===== config.mk =====
export PLATFORM = sky130hd
export DESIGN_NAME = fetch_stage_flat
export DESIGN_NICKNAME = d
export VERILOG_FILES = /design/src/rtl/fetch_stage_pkg.sv /design/src/rtl/fetch_stage_if.sv /design/src/rtl/fetch_stage_if_id_reg.sv /design/src/rtl/fetch_stage.sv /design/src/flat_wrapper.sv
export SDC_FILE = /design/constraint.sdc
export NUM_CORES = 1
export LEC_CHECK = 0
export BUFFER_PORTS_ARGS = -buffer_cell sky130_fd_sc_hd__buf_4
export CORE_MARGIN = 2
export CORE_UTILIZATION = 59
export CTS_BUF_LIST = sky130_fd_sc_hd__clkbuf_8
export DETAILED_ROUTE_END_ITERATION = 6
export GPL_ROUTABILITY_DRIVEN = 0
export PLACE_DENSITY = 0.9
export SYNTH_ARGS = -nofsm -noshare
export SYNTH_HDL_FRONTEND = slang
export SYNTH_SLANG_ARGS = --single-unit
export TNS_END_PERCENT = 20

===== constraint.sdc =====
create_clock -name clk -period 12.8 [get_ports clk]
set_input_delay 1.92 -clock clk [delete_from_list [all_inputs] [get_ports clk]]
set_output_delay 1.92 -clock clk [all_outputs]
set_load 0.02 [all_outputs]

===== src/rtl/fetch_stage_pkg.sv =====
// fetch_stage_pkg: shared types and constants for the RV32I fetch stage.
//   NOP_INSTR        canonical bubble (addi x0,x0,0)
//   RESET_PC_DEFAULT default PCF after reset
//   fetch_state_t    fetch FSM states
//   ifid_t           IF/ID pipeline register contents
package fetch_stage_pkg;

  localparam logic [31:0] NOP_INSTR        = 32'h0000_0013;
  localparam logic [31:0] RESET_PC_DEFAULT = 32'h0000_0000;

  typedef enum logic [1:0] {REQ, WAIT, HOLD} fetch_state_t;

  typedef struct packed {
    logic [31:0] instr;
    logic [31:0] pc;
    logic [31:0] pcPlus4;
    logic        valid;
  } ifid_t;

endpackage


===== src/rtl/fetch_stage_if.sv =====
// fetch_stage_if: instruction-memory request/response bus.
//   imem_req    fetch -> mem  request strobe, accepted in the cycle it is high
//   imem_addr   fetch -> mem  request address
//   imem_rvalid mem -> fetch  response valid (>=1 cycle after the request)
//   imem_rdata  mem -> fetch  instruction word
// master = fetch stage, slave = instruction memory.
interface fetch_stage_if #(
  parameter int XLEN = 32
);
  logic            imem_req;
  logic [XLEN-1:0] imem_addr;
  logic            imem_rvalid;
  logic [XLEN-1:0] imem_rdata;

  modport master (output imem_req, imem_addr, input imem_rvalid, imem_rdata);
  modport slave  (input imem_req, imem_addr, output imem_rvalid, imem_rdata);
endinterface


===== src/rtl/fetch_stage_if_id_reg.sv =====
// fetch_stage_if_id_reg: IF/ID pipeline register.
//   clk, reset  clock, async active-high reset
//   flush       squash to NOP with PC fields cleared (highest priority)
//   stall       hold all fields
//   load        capture din
//   din / q     {instr, pc, pcPlus4, valid}
// With neither flush, stall nor load the register turns into a bubble:
// instr=NOP and valid=0; the PC fields keep their last value.
module fetch_stage_if_id_reg
  import fetch_stage_pkg::*;
(
  input  logic  clk,
  input  logic  reset,
  input  logic  flush,
  input  logic  stall,
  input  logic  load,
  input  ifid_t din,
  output ifid_t q
);

  localparam ifid_t IFID_NOP = '{instr: NOP_INSTR, pc: 32'd0, pcPlus4: 32'd0, valid: 1'b0};

  always_ff @(posedge clk or posedge reset) begin
    if (reset)       q <= IFID_NOP;
    else if (flush)  q <= IFID_NOP;
    else if (!stall) begin
      if (load) q <= din;
      else begin
        q.instr <= NOP_INSTR;
        q.valid <= 1'b0;
      end
    end
  end

endmodule


===== src/rtl/fetch_stage.sv =====
// fetch_stage: RV32I instruction fetch + IF/ID register.
//   clk, reset   clock, async active-high reset
//   StallD       hold IF/ID and PCF
//   FlushD       squash IF/ID to NOP
//   PCSrcE       redirect from execute; PCTargetE is the target (bits [1:0] ignored)
//   imem         instruction-memory bus (master side), one request outstanding max
//   InstrD, PCD, PCPlus4D, ValidD   decode-stage outputs
// Only XLEN=32 is supported.
module fetch_stage
  import fetch_stage_pkg::*;
#(
  parameter int              XLEN     = 32,
  parameter logic [XLEN-1:0] RESET_PC = RESET_PC_DEFAULT
) (
  input  logic            clk,
  input  logic            reset,
  input  logic            StallD,
  input  logic            FlushD,
  input  logic            PCSrcE,
  input  logic [XLEN-1:0] PCTargetE,
  fetch_stage_if.master   imem,
  output logic [XLEN-1:0] InstrD,
  output logic [XLEN-1:0] PCD,
  output logic [XLEN-1:0] PCPlus4D,
  output logic            ValidD
);

  fetch_state_t    state;
  logic [XLEN-1:0] pcF;
  logic [XLEN-1:0] pcPlus4F;
  logic [XLEN-1:0] redirPc;
  logic [XLEN-1:0] bufInstr;
  logic            kill;     // response of the in-flight request belongs to a squashed path
  logic            load;
  logic [XLEN-1:0] loadInstr;
  logic            unusedTgtLsbs;
  ifid_t           ifidIn;
  ifid_t           ifidQ;

  assign pcPlus4F      = pcF + XLEN'(4);  // wraps modulo 2^32
  assign redirPc       = {PCTargetE[XLEN-1:2], 2'b00};
  assign unusedTgtLsbs = ^PCTargetE[1:0];

  // A redirect in REQ suppresses the strobe: the old-path request is never
  // issued, so the target can be requested next cycle without two strobes
  // back to back or an orphan response. Reset gates the strobe so nothing is
  // issued while reset is held.
  assign imem.imem_req  = (state == REQ) && !PCSrcE && !reset;
  assign imem.imem_addr = pcF;

  // Word entering IF/ID this edge: a fresh response or the HOLD buffer.
  always_comb begin
    load      = 1'b0;
    loadInstr = bufInstr;
    if (!PCSrcE && !StallD) begin
      if (state == WAIT && imem.imem_rvalid && !kill) begin
        load      = 1'b1;
        loadInstr = imem.imem_rdata;
      end else if (state == HOLD) begin
        load = 1'b1;
      end
    end
  end

  always_ff @(posedge clk or posedge reset) begin
    if (reset) begin
      state    <= REQ;
      pcF      <= RESET_PC;
      kill     <= 1'b0;
      bufInstr <= NOP_INSTR;
    end else begin
      case (state)
        REQ: begin
          if (PCSrcE) pcF <= redirPc;
          else        state <= WAIT;
        end
        WAIT: begin
          if (PCSrcE) begin
            pcF <= redirPc;
            if (imem.imem_rvalid) begin
              kill  <= 1'b0;   // response arrives now and is dropped
              state <= REQ;
            end else begin
              kill  <= 1'b1;   // drop whatever comes back later
            end
          end else if (imem.imem_rvalid) begin
            kill <= 1'b0;
            if (kill) state <= REQ;
            else if (StallD) begin
              bufInstr <= imem.imem_rdata;
              state    <= HOLD;
            end else begin
              pcF   <= pcPlus4F;
              state <= REQ;
            end
          end
        end
        HOLD: begin
          if (PCSrcE) begin
            pcF   <= redirPc;
            state <= REQ;
          end else if (!StallD) begin
            pcF   <= pcPlus4F;
            state <= REQ;
          end
        end
        default: state <= REQ;
      endcase
    end
  end

  assign ifidIn = '{instr: loadInstr, pc: pcF, pcPlus4: pcPlus4F, valid: 1'b1};

  fetch_stage_if_id_reg uIfId (
    .clk   (clk),
    .reset (reset),
    .flush (FlushD),
    .stall (StallD),
    .load  (load),
    .din   (ifidIn),
    .q     (ifidQ)
  );

  assign InstrD   = ifidQ.instr;
  assign PCD      = ifidQ.pc;
  assign PCPlus4D = ifidQ.pcPlus4;
  assign ValidD   = ifidQ.valid;

endmodule


===== src/flat_wrapper.sv =====
// flat-port wrapper written by rule: the top's interface ports become plain ports
module fetch_stage_flat import fetch_stage_pkg::*;
#(
  parameter int              XLEN     = 32,
  parameter logic [XLEN-1:0] RESET_PC = RESET_PC_DEFAULT
)
  (clk, reset, StallD, FlushD, PCSrcE, PCTargetE, InstrD, PCD, PCPlus4D, ValidD, imem_imem_req, imem_imem_addr, imem_imem_rvalid, imem_imem_rdata);
  fetch_stage_if #(.XLEN(XLEN)) imem_i ();
  input  logic clk;
  input  logic reset;
  input  logic StallD;
  input  logic FlushD;
  input  logic PCSrcE;
  input  logic [XLEN-1:0] PCTargetE;
  output logic [XLEN-1:0] InstrD;
  output logic [XLEN-1:0] PCD;
  output logic [XLEN-1:0] PCPlus4D;
  output logic ValidD;
  output wire logic [$bits(imem_i.imem_req)-1:0] imem_imem_req;
  output wire logic [$bits(imem_i.imem_addr)-1:0] imem_imem_addr;
  input wire logic [$bits(imem_i.imem_rvalid)-1:0] imem_imem_rvalid;
  input wire logic [$bits(imem_i.imem_rdata)-1:0] imem_imem_rdata;
  assign imem_imem_req = imem_i.imem_req;
  assign imem_imem_addr = imem_i.imem_addr;
  assign imem_i.imem_rvalid = imem_imem_rvalid;
  assign imem_i.imem_rdata = imem_imem_rdata;
  fetch_stage #(.XLEN(XLEN), .RESET_PC(RESET_PC)) u_core (.clk(clk), .reset(reset), .StallD(StallD), .FlushD(FlushD), .PCSrcE(PCSrcE), .PCTargetE(PCTargetE), .imem(imem_i), .InstrD(InstrD), .PCD(PCD), .PCPlus4D(PCPlus4D), .ValidD(ValidD));
endmodule

# After elaboration in Yosys (flattened, before gate mapping)
# Index checks and enable logic that the tools add are counted.
# Widths: inputs -> output; s select.
word_totals:
  register_bits: 164
  in_bits: 70
  output_inout_bits: 130
op_classes:
  addsub: 1
  eq_ne: 9
  mux: 29
  bitwise: 2
  n_reduce_logical: 18
ops:
  columns: ["cell", "n"]
  rows:
  - ["$mux 32", 9]
  - ["$mux 97", 2]
  - ["$pmux 32 s3", 1]
  - ["$mux 64", 1]
  - ["$add 32x3->32 const B", 1]
  - ["$mux 2", 8]
  - ["$ne 3x3->1 const B", 3]
  - ["$mux 1", 7]
  - ["$ne 2x2->1 const B", 3]
  - ["$pmux 2 s3", 1]
  - ["$logic_and 1x1->1", 5]
  - ["$reduce_and 5->1", 1]
  - ["$logic_not 1->1", 4]
  - ["$reduce_and 2->1", 2]
  - ["$reduce_and 4->1", 1]
  - ["$reduce_bool 2->1", 2]
  - ["$reduce_and 3->1", 1]
  - ["$reduce_bool 3->1", 1]
  - ["$eq 2x1->1 const B", 1]
  - ["$eq 2x2->1 const B", 1]
  - ["$logic_not 2->1", 1]
  - ["$ne 2x1->1 const B", 1]
  - ["$not 1->1", 2]

# Depth between registers and ports, before layout
# Gate-level depths: netlist of run 1.
depth:
  word_depth: 8
  mapped_depth: 9
  mapped_depth_nobuf: 7

# Cells and area by module
# From an unflattened synthesis of run 1, not the netlist that was laid out.
unflattened:
  cells_unflattened: 824
  area_unflattened_um2: 8669.6
modules_own_cells:
  columns: ["module", "instances", "cells_per_inst", "area_per_inst_um2", "seq_area_each_um2"]
  rows:
  - ["fetch_stage_if_id_reg", 1, 420, 4613.2, 2431.1]
  - ["fetch_stage", 1, 404, 4056.4, 1630.3]

# Worst setup path after synthesis of run 1
# No wires, ideal clock.
synth_path:
  path_type: "input-to-output"
  startpoint: "input reset"
  endpoint: "output imem_imem_req"
  arrival_ns: 5.793
  path_slack_ns: 5.087
  stages: 2
  cell_sequence: "inv_1 > and3_1"
synth_via:
  elab_chain_len: 2
synth_rtl:
  columns: ["item", "line", "source"]
  rows:
  - ["start, declared", "flat_wrapper.sv:10", "input logic reset;"]
  - ["$logic_not 1->1", "fetch_stage.sv:48", "assign imem.imem_req = (state == REQ) && !PCSrcE && !reset;"]
  - ["$logic_and 1x1->1", "fetch_stage.sv:48", null]
  - ["end, declared", "flat_wrapper.sv:19", "output wire logic [$bits(imem_i.imem_req)-1:0] imem_imem_req;"]
# No other way between the ends.

# Worst setup path in the final report of run 1
# Ends and elaborated chain as after synthesis.

==> qor.tcl, run 1 <==
set qor(min_from) {u_core.uIfId.q[70]}
set qor(row_count) 41
set qor(worstSetupEndpointType) {primary output}
set qor(postCtsHoldBufs) 0
set qor(power-per-cell-area_mw_per_mm2) 189.3
set qor(timing.rr.start) {u_core.state[1]}
set qor(syn_to_final_growth_pct) 23.42
set qor(dr.pass1.iters) 5
set qor(die_height_um) 118.3
set qor(antenna_cells) 0
set qor(min_period_over_period) 0.3599
set qor(initial_core_util) 0.6081
set qor(cts_resized) 0
set qor(number_of_global_route_vias_before_repair) 6354
set qor(skew_ps) 13.19
set qor(final_layout_size_suffix_gt1_frac) 0.3113
set qor(io-pin-count) 200
set qor(clock_tree_from_tritoncts) {yes}
set qor(max-cap-violations) 0
set qor(grt_max_degree) 87
set qor(grt_pass1_wl_um) 32130
set qor(postRouteWirelength_um) 19620
set qor(pre_cts_slack_ps) 8169
set qor(worst_ep_arrival_time_ps) 2690
set qor(timing.slew.headroom) 0.2068
set qor(synth_top_flop_cell) {dfrtp_1}
set qor(clk_transition_reported_paths_ps) 90
set qor(ant_nets) 0
set qor(num_vias) 6454
set qor(setup_tns_ps) 0
set qor(power.ir.vdd_worst_uv) 126.2
set qor(cts_max_level) 4
set qor(commonest_cells_after_routing_fill_and_taps_aside) {buf_4, dfrtp_1, nand2_1}
set qor(fillers) 879
set qor(postCtsSetupRepairBufs) 0
set qor(number_of_enable_flip_flop_cells_after_synthesis) 0
set qor(transition_at_the_pin_with_the_smallest_max_transition_slack_ps) 1187
set qor(synthesis.area_sq_mm) 0.007705
set qor(fin_worst_hold_slack_ps) 487.5
set qor(worst_setup_path_start_kind) {input pin}
set qor(initialDrtViolationCount) 566
set qor(timing.critical_path.from) {reset}
set qor(clk_latency_ps) 470
set qor(slew_violations) 0
set qor(chipWidth_um) 118.3
set qor(ys_seq_elements) 159
set qor(setup_violations) 0
set qor(criticalPathCategory) {input pin to primary output}
set qor(sequential_cell_area_sq_mm) 0.003986
set qor(cpMaxStageDelayCell) {inv_6}
set qor(core_area_sq_mm) 0.01267
set qor(syn-mean-instance-area_sq_um) 10.01
set qor(timing.critical_path.mode_cell) {buf_4}
set qor(clock_path_buffers) 2
set qor(grt_overflow_total) 0
set qor(crit_required_ps) 10880
set qor(outcome) {complete, no violations}
set qor(dieArea_sq_mm) 0.01399
set qor(cp_cell_sequence) {buf_4, inv_6, and3_1, buf_4}
set qor(multiInputGateArea_sq_mm) 0.003391
set qor(detailedPlacementHpwl_um) 13040
set qor(post_synth_inst_count) 770
set qor(synthArstFlopShare) 1.000
set qor(p_leak_uw) 0.004237
set qor(finish.utilization) 0.7505
set qor(finalNetCount) 1001
set qor(crit_fanout) 40
set qor(most_common_cell_after_layout_fill_and_taps_aside) {buf_4}
set qor(cts-buffers-inserted) 17
set qor(post_synthesis_sequential_area_ratio) 0.5174
set qor(cts-root-buf) {clkbuf_8}
set qor(total_power_uw) 1800
set qor(grt_antenna_before_repair) 0
set qor(final.setup.worst_slack_ps) 8193
set qor(routed_wire_length_per_instance_um) 17.68
set qor(numPortBuffers) 195
set qor(setup_repair_after_global_routing_missed_its_margin) {false}
set qor(critical_path.max_stage_delay_ps) 270
set qor(cts.sinks) 159
set qor(synthesis.yosys.warnings) 0
set qor(detail_route.drc_violations) 0
set qor(achievable-frequency_mhz) 217.1
set qor(hp-class) {flip-flop to flip-flop}
set qor(detail_route.vias_per_cell) 5.814
set qor(grt.total_usage) 0.2882
set qor(report.final.hold_viol_count) 0
set qor(post-route-min-period_ps) 4607
set qor(post_synth_num_cell_types) 63
power by group:
| group | leakage, uW | switching, uW | total [uW] | internal (uW) |
|---|---|---|---|---|
| registers | 0.00206 | 157 | 783 | 626 |
| logic | 0.00199 | 367 | 660 | 293 |
| clock network | 0.000189 | 213 | 358 | 144 |
cell usage after synthesis, types with 10 or more instances:
library cell / instances / area [sq um]
a211oi_1: 25 / 187.7
a21oi_1: 65 / 325.3
clkbuf_1: 41 / 153.9
dfrtp_1: 153 / 3829
mux2_2: 33 / 371.6
mux2i_1: 34 / 340.3
nand2_1: 123 / 461.7
nand3_1: 17 / 85.08
nor2_1: 54 / 202.7
o21ai_0: 52 / 260.3
xnor2_1: 16 / 140.1
xor2_1: 10 / 87.58
path summary, 6_finish.rpt:
path | endpoint | slack (ps) | depth (start not counted)
setup / recovery | imem_imem_req | 8190 | 4
max in group asynchronous | u_core.uIfId.q[48] | 10230 | 3
hold reg to reg | u_core.uIfId.q[70] | 490 | 2
setup reg to reg | u_core.uIfId.q[93] | 9560 | 6
min in group asynchronous | u_core.uIfId.q[9] | 1420 | 2
hold / removal | u_core.uIfId.q[70] | 490 | 2
state kept, by name, indices dropped and copies added (netlist names):
register               cells
u_core.state               2
u_core.kill                1
u_core.uIfId.q            94
u_core.imem.imem_addr     30
u_core.bufInstr           32
layer usage:
layer	GRT usage	vias to the layer above	wire length, um
met2	0.4624	254	9466
li1	-	3007	-
met4	0.1107	0	492
met1	0.3675	3154	8062
met3	0.08832	39	1598
met5	0	-	0
stage by stage:
stage	std cells	instance area, sq um
after global routing	1110	9509
after detailed placement	1078	9133
after floorplan	771	7709
after global placement	1078	9133
final	1110	9509
after CTS	1110	9509
critical path: cells and delay by family:
family,cells,cell delay (ps)
buf+inv,3,530
simple gates,1,210
cell type report:
cell class              count  share of cell area
flip-flops and latches    159              0.4192
multi-input cells         538              0.3566
repair buffers            200              0.1579
clock buffers              17             0.02461
well taps                 172             0.02263
clock inverters            15             0.01500
inverters                   9            0.004079
logic make-up after synthesis:
| group | Yosys count | synth area share |
|---|---|---|
| other | 1 | 0.0004867 |
| XOR/XNOR | 26 | 0.02955 |
| adder cells (fa/ha/maj) | 6 | 0.009743 |
| multiplexers | 67 | 0.09240 |
| flip-flops | 159 | 0.5174 |
| AO/OA/AOI/OAI | 183 | 0.1423 |
| AND/OR/NAND/NOR | 254 | 0.1593 |
| buffers and inverters | 74 | 0.04888 |
(Power assumes the default switching activity.)
==> run 2, diff against run 1 <==
CORE_UTILIZATION = 55   (was 59)
PLACE_DENSITY = 0.85   (was 0.9)
clock period = 4.5 ns   (was 12.8 ns; I/O delays follow)
==> qor.tcl, run 2 (synthesis results as in run 1) <==
set qor(outcome) {complete, no violations} ;# unchanged
set qor(commonest_cells_after_routing_fill_and_taps_aside) {buf_4, dfrtp_1, nand2_1} ;# unchanged
set qor(reg2reg_to) {u_core.imem.imem_addr[28]} ;# was u_core.uIfId.q[93]
set qor(transition_at_the_pin_with_the_smallest_max_transition_slack_ps) 1218 ;# was 1187 ps
set qor(final_layout_size_suffix_gt1_frac) 0.3120 ;# was 0.3113
set qor(initialDrtViolationCount) 385 ;# was 566
set qor(hp-class) {input pin to async pin} ;# was flip-flop to flip-flop
set qor(largest_reg_flops) 94 ;# unchanged
set qor(critical_path.max_stage_delay_ps) 780 ;# was 270 ps
set qor(finalNetCount) 1002 ;# was 1,001
set qor(worstSetupEndpointType) {flip-flop} ;# was primary output
set qor(grt_overflow_total) 0 ;# unchanged
set qor(grt_pass1_wl_um) 31120 ;# was 32,130 um
set qor(grt_antenna_before_repair) 0 ;# unchanged
set qor(post-route-min-period_ps) 2654
set qor(die_height_um) 122.4 ;# was 118.3 um
set qor(row_count) 43 ;# was 41
set qor(wl_met1_um) 8152 ;# was 8062 um
set qor(met2_wirelength_um) 9309 ;# was 9466 um
set qor(core_area_sq_mm) 0.01377 ;# was 0.01267 sq mm
set qor(cpMaxStageDelayCell) {nor4_1} ;# was inv_6
set qor(ant_nets) 0 ;# unchanged
set qor(cp_cell_sequence) {ha_1, nand3_2, nor4_1, nand2_1, or4_1, nand4_1} ;# was buf_4, inv_6, and3_1, buf_4
set qor(detail_route.drc_violations) 0 ;# unchanged
set qor(worst_ep_arrival_time_ps) 3040 ;# was 2690 ps
set qor(reg2regPathDepth) 6 ;# unchanged
set qor(postCtsHoldBufs) 0 ;# unchanged
set qor(cts_resized) 0 ;# unchanged
set qor(grt.total_usage) 0.2636 ;# was 0.2882
set qor(crit_fanout) 8 ;# was 40
set qor(power-per-cell-area_mw_per_mm2) 542.7 ;# was 189.3 mW/mm^2
set qor(detailedPlacementHpwl_um) 12680 ;# was 13,040 um
set qor(netSwitchingFraction) 0.3972 ;# was 0.4091
set qor(routed_wire_length_per_instance_um) 17.28 ;# was 17.68 um
set qor(clock_path_buffers) 2 ;# unchanged
set qor(clk_latency_ps) 450 ;# was 470 ps
set qor(slew_violations) 0 ;# unchanged
set qor(met3_wirelength_um) 1560 ;# was 1598 um
set qor(timing.slew.headroom) 0.1860 ;# was 0.2068
set qor(numPortBuffers) 195 ;# unchanged
set qor(syn_to_final_growth_pct) 24.03 ;# was 23.42%
set qor(instances_no_fill) 1119 ;# was 1,110
set qor(clk_transition_reported_paths_ps) 90 ;# about the same
set qor(numPlacedInstances) 1087 ;# was 1,078
set qor(detail_route.vias_per_cell) 5.732 ;# was 5.814
set qor(dr.pass1.iters) 5 ;# unchanged
set qor(finish.utilization) 0.6939 ;# was 0.7505
set qor(worst_setup_path_start_kind) {flip-flop} ;# was input pin
set qor(total_power_uw) 5187 ;# was 1800 uW
set qor(io-pin-count) 200 ;# unchanged
set qor(timing.rr.start) {u_core.imem.imem_addr[2]} ;# was u_core.state[1]
set qor(setup_violations) 0 ;# unchanged
set qor(clock_tree_from_tritoncts) {yes} ;# unchanged
set qor(setup_tns_ps) 0 ;# unchanged
set qor(most_common_cell_after_layout_fill_and_taps_aside) {buf_4} ;# unchanged
set qor(chipWidth_um) 122.4 ;# was 118.3 um
set qor(dieArea_sq_mm) 0.01497 ;# was 0.01399 sq mm
set qor(cts-buffers-inserted) 17 ;# unchanged
set qor(final.setup.worst_slack_ps) 1846 ;# was 8193 ps
set qor(achievable-frequency_mhz) 376.8
set qor(num_vias) 6414 ;# was 6,454
set qor(max-cap-violations) 0 ;# unchanged
set qor(skew_ps) 8.536 ;# was 13.19 ps
set qor(pre_cts_slack_ps) 1798 ;# was 8169 ps
set qor(antenna_cells) 0 ;# unchanged
set qor(criticalPathCategory) {flip-flop to flip-flop} ;# was input pin to primary output
set qor(cts-root-buf) {clkbuf_8} ;# unchanged
set qor(cts_max_level) 4 ;# unchanged
set qor(crit_required_ps) 4890 ;# was 10,880 ps
set qor(ff2ff_setup_slack_ps) 1850 ;# was 9560 ps
set qor(top_register) {u_core.uIfId.q} ;# unchanged
set qor(power.net_switching_uw) 2060 ;# was 736.5 uW
set qor(grt_max_degree) 86 ;# was 87
set qor(cts.sinks) 159 ;# unchanged
set qor(initial_core_util) 0.5594 ;# was 0.6081
set qor(setup_repair_after_global_routing_missed_its_margin) {false} ;# unchanged
set qor(power.clock.fraction) 0.211 ;# was 0.199
set qor(p_leak_uw) 0.004249 ;# was 0.004237 uW
set qor(top_layer) {met4} ;# unchanged
set qor(number_of_global_route_vias_before_repair) 6325 ;# was 6,354
set qor(postCtsSetupRepairBufs) 0 ;# unchanged
set qor(postRouteWirelength_um) 19340 ;# was 19,620 um
set qor(intPower_uw) 3127 ;# was 1064 uW
set qor(power.ir.vdd_worst_uv) 324.7 ;# was 126.2 uV
set qor(power.combinational.fraction) 0.360 ;# was 0.367
set qor(min_period_over_period) 0.5898
set qor(power.sequential.fraction) 0.429 ;# was 0.435
set qor(report.final.hold_viol_count) 0 ;# unchanged
## run 2: cell count changes in the layout (fill, tap and decap cells not counted)
cell,delta
clkinv_4,+3
inv_8,-3
bufinv_16,+2
buf_4,+1
clkinv_2,-1
clkinv_8,-1
clkinvlp_4,+1
inv_6,-1
## run 2: power by group through the flow
stage                     combinational, uW  clock, uW  sequential (uW)
after global routing                   2040       1180             2290
after detailed placement               1860          0             2240
after global placement                 1810          0             2220
final                                  1870       1090             2230
after CTS                              1870       1110             2220
after floorplan                        1170          0             2300
## run 2: worst max-delay path by stage
stage,from,to,slack [ps],cells after the start
CTS,u_core.state[1],u_core.imem.imem_addr[24],1860,7
detailed placement,FlushD,u_core.uIfId.q[91],1800,3
finish,u_core.imem.imem_addr[2],u_core.imem.imem_addr[28],1850,6
floorplan,reset,imem_imem_req,110,2
global placement,imem_imem_rvalid,u_core.imem.imem_addr[24],1880,6
global route,u_core.state[1],u_core.imem.imem_addr[24],1640,7
## run 2: critical path: cells and delay by family (launching register included)
family	cells	cell delay, ps
DFF	1	520
and+or+nand+nor	5	1740
adders and majority gates	1	320
## run 2: metal layers
metal / GRT usage / up-vias
li1: - / 3010
met2: 0.4309 / 217
met1: 0.3408 / 3161
met3: 0.07481 / 26
met5: 0 / -
met4: 0.08405 / 0
## run 2: layout make-up
cell class | instances | area (sq um)
Clock buffer | 17 | 234.0
Clock inverter | 15 | 173.9
Fill cell | 1067 | 4217
Inverter | 9 | 37.54
Multi-Input combinational cell | 538 | 3391
Sequential cell | 159 | 3986
Tap cell | 180 | 225.2
Timing Repair Buffer | 201 | 1509
## run 2: metrics by stage
step | hold slack [ps] | instance area, sq um
floorplan | 470.7 | 7712
global route | 337.3 | 9557
CTS | 300.6 | 9557
detailed placement | 471.9 | 9149
finish | 312.2 | 9557
global placement | 461.7 | 9149
